File: config.mk
export PLATFORM = sky130hd
export DESIGN_NAME = dm_load_unit
export DESIGN_NICKNAME = d
export VERILOG_FILES = /design/src/rtl/dm_ldu_pkg.sv /design/src/rtl/dm_ldu_lane_extract.sv /design/src/rtl/dm_load_unit.sv
export SDC_FILE = /design/constraint.sdc
export NUM_CORES = 1
export LEC_CHECK = 0
export ABC_AREA = 1
export ABC_CLOCK_PERIOD_IN_PS = 1550
export BUFFER_PORTS_ARGS = -buffer_cell sky130_fd_sc_hd__buf_4
export CAP_MARGIN = 25
export CORE_MARGIN = 4
export CORE_UTILIZATION = 35
export CTS_CLUSTER_DIAMETER = 50
export CTS_CLUSTER_SIZE = 20
export DETAILED_ROUTE_END_ITERATION = 8
export RECOVER_POWER = 25
export SYNTH_ARGS = -nofsm -noshare
export SYNTH_HDL_FRONTEND = slang
export SYNTH_SLANG_ARGS = --single-unit
File: constraint.sdc
create_clock -name clk_i -period 1.55 [get_ports clk_i]
set_input_delay 0.31 -clock clk_i [delete_from_list [all_inputs] [get_ports clk_i]]
set_output_delay 0.31 -clock clk_i [all_outputs]
set_load 0.01 [all_outputs]
File: src/rtl/dm_ldu_pkg.sv
// dm_ldu_pkg: shared load-type codes, FSM state encoding and alignment helpers for dm_load_unit
//   LD_* codes are also the RF write-port decode (LD_NONE = no write).
package dm_ldu_pkg;

    localparam logic [2:0] LD_NONE = 3'b000;
    localparam logic [2:0] LD_W    = 3'b001;
    localparam logic [2:0] LD_H    = 3'b010;
    localparam logic [2:0] LD_B    = 3'b011;
    localparam logic [2:0] LD_HU   = 3'b100;
    localparam logic [2:0] LD_BU   = 3'b101;

    typedef enum logic [1:0] {
        S_IDLE = 2'd0,
        S_REQ  = 2'd1,
        S_WAIT = 2'd2,
        S_WB   = 2'd3
    } state_e;

    function automatic logic ld_type_ok(input logic [2:0] t);
        return (t == LD_W) || (t == LD_H) || (t == LD_B) || (t == LD_HU) || (t == LD_BU);
    endfunction

    function automatic logic ld_misaligned(input logic [2:0] t, input logic [1:0] off);
        return ((t == LD_W) && (off != 2'b00)) || (((t == LD_H) || (t == LD_HU)) && off[0]);
    endfunction

endpackage

File: src/rtl/dm_ldu_lane_extract.sv
// dm_ldu_lane_extract: moves the addressed byte/half of a little-endian word down to bit 0
//   type_i  [2:0]  load type code (LD_*)
//   off_i   [1:0]  byte offset within the word
//   rdata_i [31:0] word read from memory
//   wd_o    [31:0] lane shifted to bit 0, upper bits zero (RF does the extension)
module dm_ldu_lane_extract
    import dm_ldu_pkg::*;
(
    input  logic [2:0]  type_i,
    input  logic [1:0]  off_i,
    input  logic [31:0] rdata_i,
    output logic [31:0] wd_o
);

    logic [31:0] b_sh;
    logic [31:0] h_sh;

    always_comb begin
        b_sh = rdata_i >> {off_i, 3'b000};
        h_sh = rdata_i >> {off_i[1], 4'b0000};
        wd_o = ((type_i == LD_B) || (type_i == LD_BU)) ? {24'd0, b_sh[7:0]} :
               ((type_i == LD_H) || (type_i == LD_HU)) ? {16'd0, h_sh[15:0]} : rdata_i;
    end

endmodule

File: src/rtl/dm_load_unit.sv
// dm_load_unit: single-outstanding load path from execute to the RF write port over req/gnt/rvalid
//   clk_i, rst_ni                    clock, async active-low reset
//   ld_valid_i/ld_ready_o            load request handshake; ld_type_i, ld_addr_i, ld_rd_i captured on accept
//   mem_req_o/mem_addr_o/mem_gnt_i   word-aligned read request, held until granted
//   mem_rvalid_i/mem_rdata_i         read response, only honoured in WAIT
//   wb_rfwr_o/wb_a3_o/wb_wd_o        one-cycle RF write (rfwr 000 = no write)
//   busy_o                           FSM not idle
//   ld_misalign_o, ld_timeout_o      one-cycle error pulses
//   Optional watchdog: define DM_LDU_TIMEOUT_EN to abort after TIMEOUT cycles in REQ+WAIT.
module dm_load_unit
    import dm_ldu_pkg::*;
#(
    parameter int ADDR_W  = 32,
    parameter int TIMEOUT = 255
) (
    input  logic              clk_i,
    input  logic              rst_ni,
    input  logic              ld_valid_i,
    output logic              ld_ready_o,
    input  logic [2:0]        ld_type_i,
    input  logic [ADDR_W-1:0] ld_addr_i,
    input  logic [4:0]        ld_rd_i,
    output logic              mem_req_o,
    output logic [ADDR_W-1:0] mem_addr_o,
    input  logic              mem_gnt_i,
    input  logic              mem_rvalid_i,
    input  logic [31:0]       mem_rdata_i,
    output logic [2:0]        wb_rfwr_o,
    output logic [4:0]        wb_a3_o,
    output logic [31:0]       wb_wd_o,
    output logic              busy_o,
    output logic              ld_misalign_o,
    output logic              ld_timeout_o
);

    state_e            state_q, state_d;
    logic [2:0]        type_q;
    logic [ADDR_W-1:0] addr_q;
    logic [4:0]        rd_q;
    logic [31:0]       wd_q;
    logic              misalign_q;
    logic [31:0]       lane_wd;
    logic              accept;
    logic              to_hit;

    assign accept = ld_valid_i & ld_ready_o;

    dm_ldu_lane_extract u_lane (
        .type_i  (type_q),
        .off_i   (addr_q[1:0]),
        .rdata_i (mem_rdata_i),
        .wd_o    (lane_wd)
    );

`ifdef DM_LDU_TIMEOUT_EN
    localparam int CW = (TIMEOUT > 255) ? $clog2(TIMEOUT + 1) : 8;
    logic [CW-1:0] cnt_q;
    logic          timeout_q;

    // Counter restarts on every accept, so it is zero on the first REQ cycle.
    always_ff @(posedge clk_i or negedge rst_ni) begin
        if (!rst_ni) begin
            cnt_q     <= '0;
            timeout_q <= 1'b0;
        end else begin
            cnt_q     <= accept ? '0 : ((state_q == S_REQ) || (state_q == S_WAIT)) ? cnt_q + 1'b1 : cnt_q;
            timeout_q <= ((state_q == S_REQ) || (state_q == S_WAIT)) && to_hit;
        end
    end

    assign to_hit       = (cnt_q == CW'(TIMEOUT - 1));
    assign ld_timeout_o = timeout_q;
`else
    // Watchdog absent: never fires; TIMEOUT is only referenced to keep it bound.
    assign to_hit       = (TIMEOUT != 0) & 1'b0;
    assign ld_timeout_o = 1'b0;
`endif

    always_ff @(posedge clk_i or negedge rst_ni) begin
        if (!rst_ni) begin
            state_q <= S_IDLE;
        end else begin
            state_q <= state_d;
        end
    end

    // Invalid or misaligned requests are accepted but never leave IDLE.
    always_comb begin
        state_d = state_q;
        case (state_q)
            S_IDLE:  state_d = (accept && ld_type_ok(ld_type_i) && !ld_misaligned(ld_type_i, ld_addr_i[1:0])) ? S_REQ : S_IDLE;
            S_REQ:   state_d = to_hit ? S_IDLE : mem_gnt_i ? S_WAIT : S_REQ;
            S_WAIT:  state_d = to_hit ? S_IDLE : mem_rvalid_i ? S_WB : S_WAIT;
            default: state_d = S_IDLE;
        endcase
    end

    always_comb begin
        ld_ready_o    = rst_ni && (state_q == S_IDLE);
        mem_req_o     = (state_q == S_REQ);
        mem_addr_o    = (state_q == S_REQ) ? {addr_q[ADDR_W-1:2], 2'b00} : '0;
        busy_o        = (state_q != S_IDLE);
        wb_rfwr_o     = ((state_q == S_WB) && (rd_q != 5'd0)) ? type_q : LD_NONE;
        wb_a3_o       = (state_q == S_WB) ? rd_q : 5'd0;
        wb_wd_o       = (state_q == S_WB) ? wd_q : 32'd0;
        ld_misalign_o = misalign_q;
    end

    always_ff @(posedge clk_i or negedge rst_ni) begin
        if (!rst_ni) begin
            type_q     <= LD_NONE;
            addr_q     <= '0;
            rd_q       <= 5'd0;
            wd_q       <= 32'd0;
            misalign_q <= 1'b0;
        end else begin
            if (accept) begin
                type_q <= ld_type_i;
                addr_q <= ld_addr_i;
                rd_q   <= ld_rd_i;
            end
            if ((state_q == S_WAIT) && mem_rvalid_i) begin
                wd_q <= lane_wd;
            end
            misalign_q <= accept && ld_type_ok(ld_type_i) && ld_misaligned(ld_type_i, ld_addr_i[1:0]);
        end
    end

endmodule

==> summary.md, run 1 <==
| Metric | Value |
|---|---|
| Synth warnings | `0` |
| Core ar. | `0.0110 mm2` |
| Most common cell in the netlist | `nand2_1` |
| Setup Skew | `0.00398 ns` |
| Htree depth | `3` |
| # port buffers | `150` |
| Final Cycle Share | `1.11` |
| RSZ-0062 raised after global routing | `true` |
| DRC viols | `0` |
| Root buffer cell | `clkbuf_16` |
| Slew Viols, Final | `0` |
| Gr usage total | `0.180` |
| Post-route ant nets | `0` |
| PwrDens | `1840 mW/mm2` |
| Nets | `801` |
| Layout cell share with drive strength beyond 1 | `0.353` |
| Post-synthesis cell type count | `26` |
| Most Crowded Layer GR | `met2` |
| Sequential share of the synthesized area | `0.467` |
| Worst Setup Slack, final | `-0.171 ns` |
| Critical Path Fanout Max | `3` |
| Status | `finished with violations` |
| GR Overflow Total | `0` |
| Peak supply drop | `0.750 mV` |
| Synth area leader | `dfrtp_1` |
| Vias in the first global route | `3,963` |
| Synth area leaders | `dfrtp_1 47%, nand2_1 11%, nor2_1 11%, inv_1 9.2%, a21oi_1 5.0%` |
| Cell Count Post-Placement | `842` |
| Worst setup EP type | `output pin` |
| Failing checks | `negative setup slack` |
| Router iterations before antenna repair | `4` |
| Async S/R FF share, synth | `1.00` |
| DR WL/cell | `15.0 um` |
| Ant diodes | `0` |
| DPL Wire Length | `8770 um` |
| Worst setup path class | `flip-flop to output pin` |
| Critical Path RT | `1.24 ns` |
| Die Y | `115 um` |
| Final Setup Violations | `71` |
| Cells after Synth | `568` |
| Met3 Use GR | `0.0653` |
| Area growth syn-to-layout | `51.5%` |
| Finished Layout Cells | `869` |
| DRT iter0 DRCs | `248` |
| Post-synth design cell area | `0.00402 mm2` |
| Gpl congestion | `0.824` |
| Detailed-route via count | `4,135` |
| Reg clk slew, reported paths | `0.06 ns` |
| Die area | `0.0133 mm2` |
| Post-place setup slack | `0.139 ns` |
| Initial antenna violation count | `0` |
| Die Wd | `115 um` |
| Final hold viol count | `0` |
| Met1 usage | `0.230` |
| Avg Cell Area, Syn | `7.08 um2` |
| Fmax | `581 MHz` |
| MaxCap Viol Count | `0` |
| Startpoint types | `flip-flop` |
| Commonest cells post-synth | `122 x nand2_1, 118 x nor2_1, 99 x inv_1` |
| Later-pin clock latency in the skew report | `0.33 ns` |
| Pin count of the biggest net entering global routing | `81` |
| # rows | `38` |
| CTS max path bufs | `2` |
| WL final | `13,000 um` |
| Hold WC Path Type | `input pin to flip-flop` |
| Slew @ Worst Pin | `1.03 ns` |
| First-pass GRT wire length | `19,000 um` |
| CTS tree | `yes` |
| LEAKAGE | `3.28 nW` |
| Total clock sinks | `75` |
| EDFF count, synth | `0` |
| Min cycle time layout | `1.72 ns` |
| Top Ports | `154` |
| Slew HR | `0.316` |
| CP arrival | `1.41 ns` |
| Initial Util | `0.364` |
| Met2 Use GR | `0.291` |
| Fin Setup TNS | `-7.57 ns` |
| CTS Buf Count | `9` |
| Post-synth top flop | `dfrtp_1` |
| Synth top area share | `0.467` |
| Synth Register Bits | `75` |
| Vias/cell | `4.76` |
-- logic make-up after synthesis --
| logic type | Yosys count | synth area share |
|---|---|---|
| other cells | 1 | 0.000933 |
| buf+inv | 133 | 0.141 |
| simple gates | 281 | 0.285 |
| compound gates | 78 | 0.106 |
| flops | 75 | 0.467 |
-- per-stage QoR --
stage	power [mW]	hold slack, ns	area (um2)	util
after floorplan	6.15	0.0144	4030	-
after detailed placement	7.82	0.408	5310	0.482
after global routing	12.0	0.206	6090	0.552
final	11.2	0.194	6090	0.552
after global placement	7.70	0.406	5310	0.482
after CTS	10.8	0.0530	5880	0.533
-- layout make-up --
| class | instances | area, um2 |
|---|---|---|
| tap | 140 | 175 |
| inverter | 102 | 394 |
| sequential | 75 | 1880 |
| fill | 1028 | 4940 |
| clock buffer | 12 | 267 |
| multi-input combinational | 363 | 1800 |
| timing repair buffer | 173 | 1490 |
| clock inverter | 4 | 95.1 |
-- cells in the final DEF, fill, tap and decap left out, types with 2 or more instances in the layout --
cell type	n
a21oi_1	40
buf_12	5
buf_4	151
buf_6	10
bufinv_16	3
clkbuf_16	13
clkbuf_8	3
conb_1	3
dfrtp_1	75
inv_1	95
inv_2	4
nand2_1	121
nand2_2	4
nand3_1	29
nand3_2	2
nor2_1	69
nor2_2	41
nor2_4	9
o21ai_0	11
o22ai_1	24
-- worst max-delay path: stages, from the launching register on --
cell and delay, ns:
dfrtp_1 0.43, buf_6 0.15, nand2_8 0.06, a31o_4 0.24, nor2_4 0.10, buf_6 0.11
-- where the power goes --
group	internal, mW	switching, mW
registers	2.82	0.350
logic	2.27	3.25
clock network	1.70	0.802
total	6.80	4.40
-- final timing paths --
check / from / end / slack (ns) / depth (start not counted)
max: state_q[1]$_DFF_PN0_ / wb_rfwr_o[1] / -0.17 / 5
min: mem_gnt_i / state_q[1]$_DFF_PN0_ / 0.19 / 3
max reg2reg: type_q[1]$_DFFE_PN0P_ / wd_q[6]$_DFFE_PN0P_ / 0.07 / 9
min reg2reg: wd_q[2]$_DFFE_PN0P_ / wd_q[2]$_DFFE_PN0P_ / 0.48 / 2
max in group asynchronous: rst_ni / addr_q[28]$_DFFE_PN0P_ / 0.46 / 2
min in group asynchronous: rst_ni / wd_q[14]$_DFFE_PN0P_ / 0.44 / 2
-- what timing repair did --
action                                  CTS  global route
pin swaps                                 1             1
setup buffers                             4             1
hold buffers                              0             0
cloned                                    1             6
endpoints found under the setup margin   70           119
gates resized for setup                  52            30
-- routing by layer --
metal	up-vias	wire length, um
met5	-	0
met4	0	74
met3	7	1320
met2	163	6210
met1	1926	5410
li1	2039	-
-- flip-flops by register name, indices dropped and copies added (netlist names) --
| name | cells |
|---|---|
| type_q | 3 |
| state_q | 2 |
| rd_q | 5 |
| addr_q | 32 |
| ld_misalign_o | 1 |
| wd_q | 32 |
(Power assumes the default switching activity.)
==> inputs of run 2 (changes only) <==
--- a/config.mk
+++ b/config.mk
@@ -6,14 +6,15 @@
 export NUM_CORES = 1
 export LEC_CHECK = 0
 export ABC_AREA = 1
-export ABC_CLOCK_PERIOD_IN_PS = 1550
 export BUFFER_PORTS_ARGS = -buffer_cell sky130_fd_sc_hd__buf_4
 export CAP_MARGIN = 25
-export CORE_MARGIN = 4
-export CORE_UTILIZATION = 35
+export CELL_PAD_IN_SITES_DETAIL_PLACEMENT = 1
+export CELL_PAD_IN_SITES_GLOBAL_PLACEMENT = 2
+export CORE_UTILIZATION = 26
 export CTS_CLUSTER_DIAMETER = 50
 export CTS_CLUSTER_SIZE = 20
 export DETAILED_ROUTE_END_ITERATION = 8
+export PLACE_DENSITY_LB_ADDON = 0.1
 export RECOVER_POWER = 25
 export SYNTH_ARGS = -nofsm -noshare
 export SYNTH_HDL_FRONTEND = slang
==> run 2 against run 1 <==
Against the previous run: the run still ends with negative setup slack left; routed wire length up 5.7%; first-iteration DRC count shrank 49%; combinational power grew 2%; sequential share of layout area down 0.31 points; critical path type unchanged; highest routed layer unchanged; critical path depth did not move; largest cell class unchanged; sequential cell count is the same; clock power shrank 6%; register-to-register slack lost 0.07 ns; design area increased by 1.1%; clock-buffer cell count unchanged; worst setup slack lost 0.020 ns.
==> summary.md, run 2 (synthesis results as in run 1) <==
| Metric | Value |
|---|---|
| Status | `finished with violations` |
| Failing checks | `negative setup slack` |
| R2r startpoint | `state_q[1]$_DFF_PN0_` |
| Layout cell share with drive strength beyond 1 | `0.349 (-0.00370)` |
| Commonest non-fill, non-tap cell in the layout | `buf_4` |
| DRC viols | `0 (unchanged)` |
| Nets | `803 (+0.25%)` |
| Die Wd | `126 um (+9.7%)` |
| Hold_sp | `mem_gnt_i` |
| RSZ-0062 raised after global routing | `true` |
| Gr usage total | `0.184 (+0.00390)` |
| Slew HR | `0.268 (-0.0483)` |
| First-pass GRT wire length | `22,700 um (+19%)` |
| Min cycle time layout | `1.74 ns (+0.0198 ns)` |
| Setup Skew | `0.00431 ns (+0.000333 ns)` |
| Regs by FF count | `addr_q: 32 flops, wd_q: 32 flops, rd_q: 5 flops` |
| Detailed-route via count | `4,129 (-0.15%)` |
| PwrDens | `1820 mW/mm2 (-1.1%)` |
| Worst Setup Slack, final | `-0.191 ns (-0.0198 ns)` |
| Router iterations before antenna repair | `4 (unchanged)` |
| Final Setup Violations | `74 (+4.2%)` |
| Finished Layout Cells | `919 (+5.8%)` |
| CTS Hold Bufs | `0 (unchanged)` |
| Commonest cells after routing, fill and taps aside | `146 x buf_4, 121 x nand2_1, 93 x inv_1` |
| Reg clk slew, reported paths | `0.06 ns (about the same)` |
| Initial antenna violation count | `0 (unchanged)` |
| Later-pin clock latency in the skew report | `0.34 ns (about the same)` |
| Peak supply drop | `0.822 mV (+9.6%)` |
| Final Cycle Share | `1.12 (+0.0128)` |
| Root buffer cell | `clkbuf_16` |
| Top Ports | `154 (unchanged)` |
| Critical Path Fanout Max | `16 (+13)` |
| DPL Wire Length | `9830 um (+12%)` |
| Area growth syn-to-layout | `53.1%` |
| GR Overflow Total | `0 (unchanged)` |
| Total clock sinks | `75 (unchanged)` |
| Total power | `11.2 mW (about the same)` |
| WL final | `13,800 um (+5.7%)` |
| Ant diodes | `0 (unchanged)` |
| Core ar. | `0.0151 mm2 (+37%)` |
| CP arrival | `1.43 ns (+0.02 ns)` |
| Worst setup path class | `flip-flop to output pin` |
| Fmax | `574 MHz (-1.1%)` |
| Filler cells | `1,832 (+78%)` |
| DR WL/cell | `15.0 um (about the same)` |
| Vias in the first global route | `4,336 (+9.4%)` |
| LEAKAGE | `3.28 nW (about the same)` |
| Die area | `0.0160 mm2 (+20%)` |
| # rows | `45 (+18%)` |
| Area of placed instances | `0.00539 mm2 (+1.5%)` |
| Htree depth | `3 (unchanged)` |
| R2R depth | `9 (unchanged)` |
| Pin count of the biggest net entering global routing | `76 (-6.2%)` |
| Post-route ant nets | `0 (unchanged)` |
| DRT iter0 DRCs | `127 (-49%)` |
| Worst hold endpoint | `state_q[1]$_DFF_PN0_` |
| Slew Viols, Final | `0 (unchanged)` |
| MaxCap Viol Count | `0 (unchanged)` |
| Vias/cell | `4.49 (-5.6%)` |
| Hold Slack | `0.192 ns (-0.00271 ns)` |
| Post-place setup slack | `0.0878 ns (-0.0509 ns)` |
| Final core utilization | `0.406 (-0.146)` |
| R2R Path End | `addr_q[5]$_DFFE_PN0P_` |
| Worst setup EP type | `output pin` |
| # port buffers | `150 (unchanged)` |
| CTS max path bufs | `2 (unchanged)` |
| CTS Buf Count | `9 (unchanged)` |
| Reg2Reg Setup Slack | `0 ns (-0.07 ns)` |
| Final hold viol count | `0 (unchanged)` |
| Hold path cells | `3 (unchanged)` |
| Cell Count Post-Placement | `891 (+5.8%)` |
| Finished Cell Area | `0.00616 mm2 (+1.1%)` |
| Slew @ Worst Pin | `1.10 ns (+0.0724 ns)` |
| CTS tree | `yes` |
| Fin Setup TNS | `-9.31 ns (-1.73 ns)` |
| Hold WC Path Type | `input pin to flip-flop` |
| Gpl congestion | `0.759 (-7.9%)` |
| Initial Util | `0.265 (-0.0990)` |
| Critical Path RT | `1.24 ns (about the same)` |
| Die Y | `126 um (+9.7%)` |
| Startpoint types | `flip-flop` |
## run 2: cell types whose count changed in the layout (fill, tap and decap cells not counted), sizes merged
cell      previous run  this run
clkbuf              18        14
clkinvlp             1         2
bufinv               3         2
buf                167       173
## run 2: area by class of cell
| cell class | count | area, um2 | share of cell area |
|---|---|---|---|
| flip-flops and latches | 75 | 1880 | 0.305 |
| multi-input cells | 363 | 1810 | 0.295 |
| repair buffers | 175 | 1510 | 0.245 |
| inverters | 102 | 394 | 0.0640 |
| clock buffers | 12 | 256 | 0.0417 |
| well taps | 188 | 235 | 0.0382 |
| clock inverters | 4 | 72.6 | 0.0118 |
## run 2: worst max-delay path by stage
stage | from | end | slack, ns | cells past startpoint
floorplan | state_q[1]$_DFF_PN0_ | mem_addr_o[10] | 0.09 | 4
global placement | state_q[1]$_DFF_PN0_ | wb_wd_o[15] | 0.13 | 4
detailed placement | type_q[1]$_DFFE_PN0P_ | wd_q[7]$_DFFE_PN0P_ | 0.09 | 9
CTS | state_q[1]$_DFF_PN0_ | mem_addr_o[3] | -0.17 | 5
global route | state_q[1]$_DFF_PN0_ | mem_addr_o[2] | -0.26 | 5
finish | state_q[1]$_DFF_PN0_ | mem_addr_o[3] | -0.19 | 5
## run 2: where the power goes
| part | internal (mW) | switching [mW] | total [mW] |
|---|---|---|---|
| logic | 2.36 | 3.29 | 5.65 |
| registers | 2.82 | 0.376 | 3.20 |
| clock network | 1.50 | 0.848 | 2.34 |
| total | 6.68 | 4.51 | 11.2 |
## run 2: timing repair
item | CTS | global route
pin swaps | 2 | 3
setup endpoints to repair | 71 | 127
gates cloned | 2 | 1
buffers inserted | 6 | 3
gates resized for setup | 62 | 37
## run 2: layer usage
layer | track usage | share of wire | vias to the layer above
met5 | 0 | 0 | -
met4 | 0.0723 | 0.021 | 0
met3 | 0.0569 | 0.063 | 14
met2 | 0.315 | 0.50 | 106
met1 | 0.214 | 0.42 | 1974
li1 | - | - | 2035
## run 2: worst max-delay path, stage by stage (launching register included)
cell and delay (ns):
dfrtp_2 0.45, nor2_4 0.16, inv_4 0.09, buf_12 0.16, nor2_1 0.10, buf_4 0.13
==> inputs of run 3 (changes only) <==
--- a/config.mk
+++ b/config.mk
@@ -11,10 +11,11 @@
 export CELL_PAD_IN_SITES_DETAIL_PLACEMENT = 1
 export CELL_PAD_IN_SITES_GLOBAL_PLACEMENT = 2
 export CORE_UTILIZATION = 26
+export CTS_BUF_LIST = sky130_fd_sc_hd__clkbuf_16
 export CTS_CLUSTER_DIAMETER = 50
 export CTS_CLUSTER_SIZE = 20
 export DETAILED_ROUTE_END_ITERATION = 8
-export PLACE_DENSITY_LB_ADDON = 0.1
+export PLACE_DENSITY = 0.76
 export RECOVER_POWER = 25
 export SYNTH_ARGS = -nofsm -noshare
 export SYNTH_HDL_FRONTEND = slang
==> run 3 against run 2 <==
Against the previous run: the run still ends with negative setup slack left; sequential cell count is the same; combinational power grew 7.1%; clock skew grew 0.0034 ns; die area is the same; power grew 1.8%; first-iteration DRC count shrank 3.9%; sequential power is essentially flat; global-route usage shrank 0.11 points; worst hold slack lost 0.013 ns; via count grew 3.4%; critical endpoint is now wb_rfwr_o[0]; largest cell class is now multi-input gates; largest power group unchanged.
==> summary.md, run 3 (synthesis results as in run 1) <==
| Metric | Value |
|---|---|
| # rows | `45 (unchanged)` |
| Status | `finished with violations` |
| CTS Buf Count | `9 (unchanged)` |
| Post-route ant nets | `0 (unchanged)` |
| Die Wd | `126 um (unchanged)` |
| Vias/cell | `4.58 (+1.9%)` |
| Top Ports | `154 (unchanged)` |
| Slew @ Worst Pin | `1.09 ns (-0.00945 ns)` |
| First-pass GRT wire length | `22,500 um (-0.73%)` |
| Min cycle time layout | `1.75 ns (+0.00921 ns)` |
| Critical path's slowest cell | `dfrtp_1` |
| Hold_sp | `mem_gnt_i` |
| Fin Setup TNS | `-10.07 ns (-0.767 ns)` |
| Worst hold endpoint | `state_q[1]$_DFF_PN0_` |
| P_sw | `4.82 mW (+6.7%)` |
| Total clock sinks | `75 (unchanged)` |
| CTS tree | `yes` |
| Core ar. | `0.0151 mm2 (unchanged)` |
| Area growth syn-to-layout | `59.3%` |
| Regs by FF count | `addr_q: 32 flops, wd_q: 32 flops, rd_q: 5 flops` |
| Worst setup EP type | `output pin` |
| Later-pin clock latency in the skew report | `0.35 ns (about the same)` |
| PwrDens | `1780 mW/mm2 (-2.2%)` |
| Gate power share | `0.531 (+0.026)` |
| Final Cycle Share | `1.13 (+0.00594)` |
| Worst setup path class | `flip-flop to output pin` |
| Critical Path RT | `1.24 ns (about the same)` |
| Fmax | `571 MHz (-0.53%)` |
| Critical Path Max Stage Delay | `0.41 ns (-0.04 ns)` |
| RSZ-0062 raised after global routing | `true` |
| Final Setup Violations | `106 (+43%)` |
| LEAKAGE | `3.34 nW (+1.8%)` |
| Slew Viols, Final | `0 (unchanged)` |
| R2r startpoint | `state_q[1]$_DFF_PN0_` |
| Router iterations before antenna repair | `4 (unchanged)` |
| Setup Skew | `0.00776 ns (+0.00345 ns)` |
| CTS max path bufs | `2 (unchanged)` |
| CP arrival | `1.44 ns (about the same)` |
| Reg2Reg Setup Slack | `-0.05 ns (-0.05 ns)` |
| CP dominant cell by count | `buf_6` |
| Htree depth | `3 (unchanged)` |
| Clock Power Share | `0.186 (-0.023)` |
| Critical Path Fanout Max | `4 (-12)` |
| Gr usage total | `0.183 (-0.00114)` |
| GR Overflow Total | `0 (unchanged)` |
| Hold WC Path Type | `input pin to flip-flop` |
| DRC viols | `0 (unchanged)` |
| DRT iter0 DRCs | `122 (-3.9%)` |
| Root buffer cell | `clkbuf_16` |
| Vias in the first global route | `4,430 (+2.2%)` |
| DR WL/cell | `16.3 um (+8.9%)` |
| Final core utilization | `0.423 (+0.0164)` |
| Detailed-route via count | `4,269 (+3.4%)` |
| Initial antenna violation count | `0 (unchanged)` |
| Int Power | `6.58 mW (-1.6%)` |
| Pin count of the biggest net entering global routing | `76 (unchanged)` |
| # port buffers | `150 (unchanged)` |
| Delay-heaviest family, CP | `flip-flops` |
| Gpl congestion | `0.759 (about the same)` |
| Ant diodes | `0 (unchanged)` |
| CTS Hold Bufs | `0 (unchanged)` |
| Cells along the critical path | `buf_6 > nand2_8 > a31o_4 > nor2_4 > buf_6` |
| Commonest cells after routing, fill and taps aside | `152 x buf_4, 120 x nand2_1, 93 x inv_1` |
| Critical path buffers and inverters | `2 (-1)` |
| Slew HR | `0.274 (+0.00630)` |
| R2R Path End | `addr_q[0]$_DFFE_PN0P_` |
| DPL Wire Length | `9890 um (+0.61%)` |
| Area of placed instances | `0.00539 mm2 (about the same)` |
| MaxCap Viol Count | `0 (unchanged)` |
| Reg clk slew, reported paths | `0.06 ns (about the same)` |
| Sequential power share | `0.282 (-0.004)` |
| Hold path cells | `3 (unchanged)` |
| Die area | `0.0160 mm2 (unchanged)` |
| Die Y | `126 um (unchanged)` |
| Worst Setup Slack, final | `-0.200 ns (-0.00921 ns)` |
| Nets | `816 (+1.6%)` |
| Peak supply drop | `0.738 mV (-10%)` |
| Startpoint types | `flip-flop` |
| Failing checks | `negative setup slack` |
| Commonest non-fill, non-tap cell in the layout | `buf_4` |
| Finished Cell Area | `0.00640 mm2 (+4.0%)` |
| Initial Util | `0.265 (unchanged)` |
| WL final | `15,200 um (+10%)` |
| R2R depth | `9 (unchanged)` |
| Switch share | `0.423 (+0.0195)` |
| Layout cell share with drive strength beyond 1 | `0.417 (+0.0678)` |
| Final hold viol count | `0 (unchanged)` |
run 3: changes by cell type in the layout (fill, tap and decap cells not counted), sizes merged:
cell and delta:
buf +7, bufinv -1, clkbuf +1, clkinv +3, clkinvlp +1, nand2 +2
run 3: tightest hold or removal path: stages:
cell	delay [ns]
buf_4	0.09
nand2_1	0.04
nand2_1	0.05
run 3: worst max-delay path by stage:
stage | startpoint | slack [ns] | end | cells after the start
6_report | state_q[0]$_DFF_PN0_ | -0.20 | wb_rfwr_o[0] | 5
5_1_grt | state_q[0]$_DFF_PN0_ | -0.25 | wb_rfwr_o[0] | 5
4_1_cts | state_q[0]$_DFF_PN0_ | -0.17 | wb_rfwr_o[2] | 5
3_5_place_dp | state_q[1]$_DFF_PN0_ | 0.08 | addr_q[1]$_DFFE_PN0P_ | 7
3_3_place_gp | state_q[1]$_DFF_PN0_ | 0.11 | addr_q[1]$_DFFE_PN0P_ | 7
2_1_floorplan | state_q[1]$_DFF_PN0_ | 0.09 | mem_addr_o[10] | 4
run 3: cell type report:
cell class	instances	area, um2
timing repair buffer	186	1660
inverter	102	399
tap	188	235
clock inverter	7	68.8
fill	1812	8740
clock buffer	9	225
sequential	75	1880
multi-input combinational	365	1940
run 3: repair_timing:
action / in CTS / in global routing
endpoints found under the setup margin: 71 / 130
cloned: 2 / 11
hold endpoints to repair: 0 / 0
gates resized for setup: 72 / 68
buffers inserted: 7 / 4
pin swaps: 2 / 5
run 3: power groups by stage:
stage	clock, mW	sequential, mW	combinational, mW
after floorplan	0	3.10	3.05
after global placement	0	3.18	4.64
after detailed placement	0	3.22	4.75
after CTS	2.18	3.21	5.44
after global routing	2.27	3.32	6.70
final	2.12	3.22	6.05
run 3: per-stage QoR:
stage                     hold slack, ns  cells  total power [mW]  setup WS, ns
after global placement             0.427    892              7.81         0.109
after detailed placement           0.434    892              7.97        0.0826
after floorplan                   0.0144    570              6.15        0.0897
final                              0.179    932              11.4        -0.200
after CTS                         0.0608    917              10.8        -0.173
after global routing               0.174    932              12.3        -0.250
run 3: routing by layer:
layer	share of wire	vias to the layer above	track usage
met5	0	-	0
met4	0.019	0	0.0595
met3	0.068	17	0.0666
met2	0.49	128	0.297
li1	-	2069	-
met1	0.43	2055	0.224
